$ cat src/rtl/cdb_arbiter_pkg.sv
// -----------------------------------------------------------------------------
// cdb_arbiter_pkg
// Shared types for the common-data-bus arbiter slice.
//   issue_eu_t     : execution-unit identifiers (index into the request vector)
//   EU_N           : number of execution units in the base configuration
//   cdb_data_t     : one CDB payload (ROB tag, result value, exception info)
//   CDB_RR_PTR_LEN : width of the round-robin pointer
// Ports: none (package).
// -----------------------------------------------------------------------------
package cdb_arbiter_pkg;

  localparam int XLEN        = 64;
  localparam int ROB_DEPTH   = 8;
  localparam int ROB_IDX_LEN = $clog2(ROB_DEPTH);

  typedef enum logic [2:0] {
    EU_LOAD_BUFFER   = 3'd0,
    EU_STORE_BUFFER  = 3'd1,
    EU_BRANCH_UNIT   = 3'd2,
    EU_INT_ALU       = 3'd3,
    EU_OPERANDS_ONLY = 3'd4
  } issue_eu_t;

  localparam int EU_N           = 5;
  localparam int CDB_RR_PTR_LEN = $clog2(EU_N);

  // 3 + 64 + 1 + 5 = 73 bits
  typedef struct packed {
    logic [ROB_IDX_LEN-1:0] rob_idx;
    logic [XLEN-1:0]        res_value;
    logic                   except_raised;
    logic [4:0]             except_code;
  } cdb_data_t;

endpackage

$ cat src/rtl/cdb_arbiter_if.sv
// -----------------------------------------------------------------------------
// cdb_arbiter_if
// Handshake bundle between the execution units, the arbiter and the CDB
// consumers.
//   valid_i / data_i / ready_o : per-EU result request, payload and grant
//   valid_o / data_o           : registered CDB word
//   rob_ready_i                : consumers accept the CDB word this cycle
// Modports: slave (arbiter side), master (EU / consumer side).
// -----------------------------------------------------------------------------
interface cdb_arbiter_if #(
  parameter int N_EU = cdb_arbiter_pkg::EU_N
) ();
  import cdb_arbiter_pkg::*;

  logic [N_EU-1:0] valid_i;
  cdb_data_t       data_i [N_EU];
  logic [N_EU-1:0] ready_o;
  logic            valid_o;
  cdb_data_t       data_o;
  logic            rob_ready_i;

  modport slave (
    input  valid_i, data_i, rob_ready_i,
    output ready_o, valid_o, data_o
  );

  modport master (
    output valid_i, data_i, rob_ready_i,
    input  ready_o, valid_o, data_o
  );

endinterface

$ cat src/rtl/cdb_rr_selector.sv
// -----------------------------------------------------------------------------
// cdb_rr_selector
// Combinational rotated priority encoder: picks the first set request bit
// scanning upward from rr_ptr, wrapping N_EU-1 -> 0 (N_EU need not be a power
// of two, so the wrap uses an explicit modulo).
//   req       : request vector
//   rr_ptr    : first index to consider
//   grant     : one-hot winner (all zero when no request)
//   winner    : encoded winner index
//   any_valid : at least one request present
// -----------------------------------------------------------------------------
module cdb_rr_selector import cdb_arbiter_pkg::*; #(
  parameter int N_EU  = EU_N,
  parameter int PTR_W = CDB_RR_PTR_LEN
) (
  input  logic [N_EU-1:0]  req,
  input  logic [PTR_W-1:0] rr_ptr,
  output logic [N_EU-1:0]  grant,
  output logic [PTR_W-1:0] winner,
  output logic             any_valid
);

  logic found_s;
  int   idx_s;

  // Rotated scan: first request at or above rr_ptr, modulo N_EU
  always_comb begin
    grant   = '0;
    winner  = '0;
    found_s = 1'b0;
    idx_s   = 0;
    for (int k = 0; k < N_EU; k++) begin
      idx_s = (int'(rr_ptr) + k) % N_EU;
      if (!found_s && req[idx_s]) begin
        grant[idx_s] = 1'b1;
        winner       = PTR_W'(idx_s);
        found_s      = 1'b1;
      end else begin
        found_s = found_s;
      end
    end
  end

  assign any_valid = |req;

endmodule

$ cat src/rtl/cdb_arbiter.sv
// -----------------------------------------------------------------------------
// cdb_arbiter
// Round-robin arbiter for the common data bus with one registered output slot.
//   clk_i, rst_i : clock, synchronous active-high reset
//   flush_i      : pipeline flush, discards the pending CDB word
//   bus (slave)  : valid_i/data_i/ready_o toward the EUs,
//                  valid_o/data_o/rob_ready_i toward ROB/RS/register status
// Optional feature macro: LEN5_CDB_LB_PRIO_EN -- load buffer wins over the
// round-robin and does not move the pointer.
// -----------------------------------------------------------------------------
module cdb_arbiter import cdb_arbiter_pkg::*; #(
  parameter int N_EU   = EU_N,
  parameter int DATA_W = $bits(cdb_data_t)
) (
  input  logic         clk_i,
  input  logic         rst_i,
  input  logic         flush_i,
  cdb_arbiter_if.slave bus
);

  localparam int PTR_W = (N_EU > 1) ? $clog2(N_EU) : 1;

  logic              valid_r;
  logic [DATA_W-1:0] data_r;
  logic [PTR_W-1:0]  rr_ptr_r;

  logic [N_EU-1:0]   rr_grant_s;
  logic [PTR_W-1:0]  rr_winner_s;
  logic              rr_any_s;
  logic [N_EU-1:0]   sel_grant_s;
  logic [PTR_W-1:0]  sel_winner_s;
  logic              lb_win_s;
  logic              can_load_s;
  logic              fire_s;
  logic [PTR_W-1:0]  next_ptr_s;

  cdb_rr_selector #(
    .N_EU  (N_EU),
    .PTR_W (PTR_W)
  ) u_sel (
    .req       (bus.valid_i),
    .rr_ptr    (rr_ptr_r),
    .grant     (rr_grant_s),
    .winner    (rr_winner_s),
    .any_valid (rr_any_s)
  );

  // Final winner: round-robin result, optionally overridden by the load buffer
  always_comb begin
    sel_grant_s  = rr_grant_s;
    sel_winner_s = rr_winner_s;
    lb_win_s     = 1'b0;
`ifdef LEN5_CDB_LB_PRIO_EN
    if (bus.valid_i[int'(EU_LOAD_BUFFER)]) begin
      sel_grant_s                      = '0;
      sel_grant_s[int'(EU_LOAD_BUFFER)] = 1'b1;
      sel_winner_s                     = PTR_W'(int'(EU_LOAD_BUFFER));
      lb_win_s                         = 1'b1;
    end else begin
      lb_win_s = 1'b0;
    end
`endif
  end

  // The slot can take a new word when empty or when it drains this cycle
  assign can_load_s = !valid_r || bus.rob_ready_i;
  assign fire_s     = can_load_s && !flush_i && !rst_i && rr_any_s;
  assign next_ptr_s = PTR_W'((int'(sel_winner_s) + 1) % N_EU);

  assign bus.ready_o = fire_s ? sel_grant_s : '0;
  assign bus.valid_o = valid_r;
  assign bus.data_o  = data_r;

  // Output slot and round-robin pointer; flush beats a same-cycle drain
  always_ff @(posedge clk_i) begin
    if (rst_i) begin
      valid_r  <= 1'b0;
      data_r   <= '0;
      rr_ptr_r <= '0;
    end else if (flush_i) begin
      valid_r <= 1'b0;
    end else if (fire_s) begin
      valid_r <= 1'b1;
      data_r  <= DATA_W'(bus.data_i[sel_winner_s]);
      if (!lb_win_s) begin
        rr_ptr_r <= next_ptr_s;
      end
    end else if (bus.rob_ready_i) begin
      valid_r <= 1'b0;
    end
  end

endmodule

$ cat src/flat_wrapper.sv
// flat-port wrapper written by rule: the top's interface ports become plain ports
module cdb_arbiter_flat import cdb_arbiter_pkg::*;
#(
  parameter int N_EU   = EU_N,
  parameter int DATA_W = $bits(cdb_data_t)
)
  (clk_i, rst_i, flush_i, bus_valid_i, bus_data_i, bus_rob_ready_i, bus_ready_o, bus_valid_o, bus_data_o);
  cdb_arbiter_if #(.N_EU(N_EU)) bus_i ();
  input  logic clk_i;
  input  logic rst_i;
  input  logic flush_i;
  input wire logic [$bits(bus_i.valid_i)-1:0] bus_valid_i;
  input wire logic [$bits(bus_i.data_i)-1:0] bus_data_i;
  input wire logic [$bits(bus_i.rob_ready_i)-1:0] bus_rob_ready_i;
  output wire logic [$bits(bus_i.ready_o)-1:0] bus_ready_o;
  output wire logic [$bits(bus_i.valid_o)-1:0] bus_valid_o;
  output wire logic [$bits(bus_i.data_o)-1:0] bus_data_o;
  assign bus_i.valid_i = bus_valid_i;
  assign bus_i.data_i = {>>{bus_data_i}};
  assign bus_i.rob_ready_i = bus_rob_ready_i;
  assign bus_ready_o = bus_i.ready_o;
  assign bus_valid_o = bus_i.valid_o;
  assign bus_data_o = bus_i.data_o;
  cdb_arbiter #(.N_EU(N_EU), .DATA_W(DATA_W)) u_core (.clk_i(clk_i), .rst_i(rst_i), .flush_i(flush_i), .bus(bus_i));
endmodule
$ cat config.mk
export PLATFORM = sky130hd
export DESIGN_NAME = cdb_arbiter_flat
export DESIGN_NICKNAME = d
export VERILOG_FILES = /design/src/rtl/cdb_arbiter_pkg.sv /design/src/rtl/cdb_arbiter_if.sv /design/src/rtl/cdb_rr_selector.sv /design/src/rtl/cdb_arbiter.sv /design/src/flat_wrapper.sv
export SDC_FILE = /design/constraint.sdc
export NUM_CORES = 1
export LEC_CHECK = 0
export ABC_AREA = 1
export BUFFER_PORTS_ARGS = -buffer_cell sky130_fd_sc_hd__buf_2
export CORE_MARGIN = 2
export CORE_UTILIZATION = 32
export DETAILED_ROUTE_END_ITERATION = 10
export PLACE_DENSITY = 0.64
export SKIP_CTS_REPAIR_TIMING = 1
export SYNTH_ARGS = -nofsm -noshare
export SYNTH_HDL_FRONTEND = slang
export SYNTH_SLANG_ARGS = --single-unit
$ cat constraint.sdc
create_clock -name clk_i -period 6.75 [get_ports clk_i]
set_input_delay 1.0125 -clock clk_i [delete_from_list [all_inputs] [get_ports clk_i]]
set_output_delay 1.0125 -clock clk_i [all_outputs]
set_load 0.02 [all_outputs]
==> metrics.md <==
| Metric | Value |
|---|---|
| Register bit total from synthesis | a little under 80 |
| Drt initial violations | 936 |
| Flop2flop setup slack | roughly 1400 ps |
| Worst Setup SP | u_core.rr_ptr_r[1] |
| Sw frac | 0.611 |
| Sw Pwr | 3.69 mW |
| Clock Power Share | 0.091 |
| Asr flop ratio synth | 0 |
| VDD IR-drop max | 443 uV |
| Most used cell, CP | nand2_1 |
| Post-route ant nets | 0 |
| Vias per cell | 5.01 |
| Worst-path fanout max | 11 |
| H-Tree Depth | 3 |
| CP cell instances | inv_1 -> ha_1 -> inv_1 -> ha_1 -> nor2_1 -> nand2_1 -> nand2_1 -> nand2_1 -> nand3_1 -> nand2_1 -> nand2_1 -> inv_1 -> nor2_1 -> nand2_1 -> o21ai_1 -> nor2_2 -> nor2_1 -> nand2_2 -> nor2_1 -> nand4_1 -> a41oi_1 -> buf_2 |
| Slowest-stage cell, CP | dfxtp_1 |
| Pint | 2.35 mW |
| Clock transition at path regs | approximately 70 ps |
| P_leak | between 7 and 8 nW |
| Final Wtd Congestion | 0.980 |
| Fmax | 176 MHz |
| DP HPWL | 30.8 mm |
| Compound-Gate Fraction of Synth Area | 0.134 |
| Main area contributors after synthesis | nand2_1 19%, inv_1 16%, dfxtp_1 16% |
| Area Growth Syn to Fin | 27.1% |
| Vias in the first global route | 12.0k |
| Reg-to-Reg Start | u_core.rr_ptr_r[1] |
| # IOs | approximately 450 |
| Per-cell routed wire length | approximately 16 um |
| Non-filler instance count after layout | 2614 |
| Syn Inst Count | 1850 |
| Synth warnings | 0 |
| Hold Path End | u_core.bus.valid_o |
| Fin crit period | 5690 ps |
| Worst Skew | approximately 12 ps |
| Area share of the largest cell type after synthesis | 0.186 |
| Grt total ovfl | 0 |
| First-pass iteration count of the detailed router | 8 |
| GRT Overall Usage | 0.243 |
| Initial Util | 0.324 |
| Post-Synth XOR/XNOR Area | 0.00530 |
| Hold Fails Final Rpt | 0 |
| Adder-cell share of the synthesized area | 0.0341 |
| Hold_sp | u_core.bus.valid_o |
| Sinks on Clock Net | 77 |
| Logic pwr share | 0.812 |
| Critical Path Source Type | flip-flop |
| Setup-failing EPs final | 0 |
| Worst setup EP type | primary output |
| WP buf/inv | 4 |
| Dpl cells | 2592 |
| Distinct cells, synth | 47 |
| Syn_area_per_cell | around 5.4 um2 |
| Die Y-Extent | 180 um |
| Synth area leader | nand2_1 |
| CTS tree | yes |
| Fin crit share | 0.843 |
| CTS Buf Count | 9 |
| DR vias | 13.1k |
| Initial antenna violation count | 7 |
| Dominant synthesized flop cell | dfxtp_1 |
| Port bufs | 452 |
| Worst-Skew Late Latency | 350 ps |
| CP arrival | 4680 ps |
| Kind of critical path | flip-flop to primary output |
| Hold Path Cell Cnt | 4 |
| Chip width | 180 um |
| Mux cell area share after synthesis | 0 |
| Core area | between 30000 and 40000 um2 |
| Syn_nets | 2251 |
| Most frequent cell after synthesis | nand2_1 |
| Post-Synth Simple-Gate Area | 0.443 |
| Worst-case reg-to-reg path depth | 26 |
| Worst path max stage delay | 570 ps |
| RSZ-0062 raised after global routing | no |
| Synth top cells by count | 490 x nand2_1, 430 x inv_1, 178 x nand3_1 |
| Largest family of logic cells by synthesized area | simple AND/OR/NAND/NOR gates |
| Worst-margin pin slew | between 900 and 1000 ps |
| Slew HR | 0.351 |
| Clock Tree Buf Depth | 2 |
| DRC errors left | 0 |
| Status | finished, final reports clean |
| Slew Viols, Final | 0 |
| Max_cap viols | 0 |
| Hold Crit Class | flip-flop to flip-flop |
| Final WL | 41.9 mm |
| EDFF count, synth | 0 |
| Seq/Total Area, Yosys | 0.155 |
| Pwr dens | between 400 and 500 nW/um2 |
| First-pass GRT wire length | 63.9 mm |
| Sum Neg Setup Slack | 0 ps |
| Row cnt | 64 |
| Req. time, crit path | 5740 ps |
| CTS root buf | clkbuf_16 |
| Share of cells above drive strength 1 | 0.239 |
| Pin count of the biggest net entering global routing | roughly 150 |
| FILL cells | approximately 3.5k |
| RR Endpoint | u_core.bus.data_o[69] |
| Post-Synthesis Cell Area | about 10000 um2 |
| Final layout net count | around 2.6k |
| Largest delay share family, worst path | simple AND/OR/NAND/NOR gates |
| Die Area | about 32000 um2 |
| Seq pwr share | 0.097 |
registers in the layout, summed over array words and instances, names as in the netlist:
name,cells
u_core.bus.data_o,73
u_core.rr_ptr_r,3
u_core.bus.valid_o,1
cell type report:
type	count	area [um2]	area share
multi-input combinational	1211	6160	0.489
sequential	77	1540	0.122
timing repair buffer	466	2420	0.192
clock inverter	6	87.6	0.00695
tap	396	495	0.0393
antenna	7	17.5	0.00139
clock buffer	9	225	0.0179
inverter	442	1660	0.132
logic make-up after synthesis:
kind of cell,count (synthesis)
adder cells (fa/ha/maj),27
flip-flops,77
AO/OA/AOI/OAI,206
buffers and inverters,562
AND/OR/NAND/NOR,972
XOR/XNOR,6
routing by layer:
metal / GRT usage / wire, um / vias to the layer above
met5: 0 / 0 / -
met4: 0.103 / 1540 / 0
met3: 0.0428 / 3260 / 72
met2: 0.412 / 19800 / 624
met1: 0.304 / 17300 / 5880
li1: - / - / 6509
power by group through the flow:
stage / Combinational [mW] / Sequential [mW] / Clock [mW]
3_3_place_gp: 4.88 / 0.591 / 0
4_1_cts: 4.89 / 0.582 / 0.566
5_1_grt: 5.46 / 0.592 / 0.582
2_1_floorplan: 3.59 / 0.673 / 0
6_report: 4.91 / 0.583 / 0.550
3_5_place_dp: 4.88 / 0.591 / 0
worst max path at each step:
stage,to,slack [ps],depth (start not counted)
floorplan,bus_ready_o[1],2160,26
global placement,bus_ready_o[1],1590,23
detailed placement,bus_ready_o[1],1510,22
CTS,bus_ready_o[1],1100,22
global route,bus_ready_o[1],630,24
finish,bus_ready_o[1],1060,22
layout by cell type, fill, tap and decap left out, types with 4 or more instances in the layout:
cell and instances:
o21ai_2 4, a21oi_1 86, nor2_2 5, a21boi_0 43, buf_12 4, buf_4 10
ha_1 27, inv_2 10, o2111ai_1 4, o21ai_0 8, nor2_1 109, a21boi_1 30
o211ai_1 7, inv_1 430, nand2_1 489, buf_2 452, o21ai_1 4, nand3_1 177
xor2_1 4, dfxtp_1 77, nand3b_1 4, clkbuf_16 9, nor3_1 6, nand2_2 8
nand4_1 155, diode_2 7
through the flow:
step | power [mW] | util | hold slack [ps] | cell area, um2 | worst slack [ps]
after floorplan | 4.26 | - | 582 | 9910 | 2160
after global placement | 5.47 | 0.401 | 553 | 12300 | 1590
after detailed placement | 5.47 | 0.401 | 573 | 12300 | 1510
after CTS | 6.04 | 0.411 | 586 | 12600 | 1100
after global routing | 6.63 | 0.412 | 641 | 12600 | 630
final | 6.04 | 0.412 | 583 | 12600 | 1060
worst min-delay path, delay by kind of cell, from the launching register on:
family	cells	cell delay (ps)
simple gates	3	180
flops	1	310
buf+inv	1	50
(Power assumes the default switching activity.)
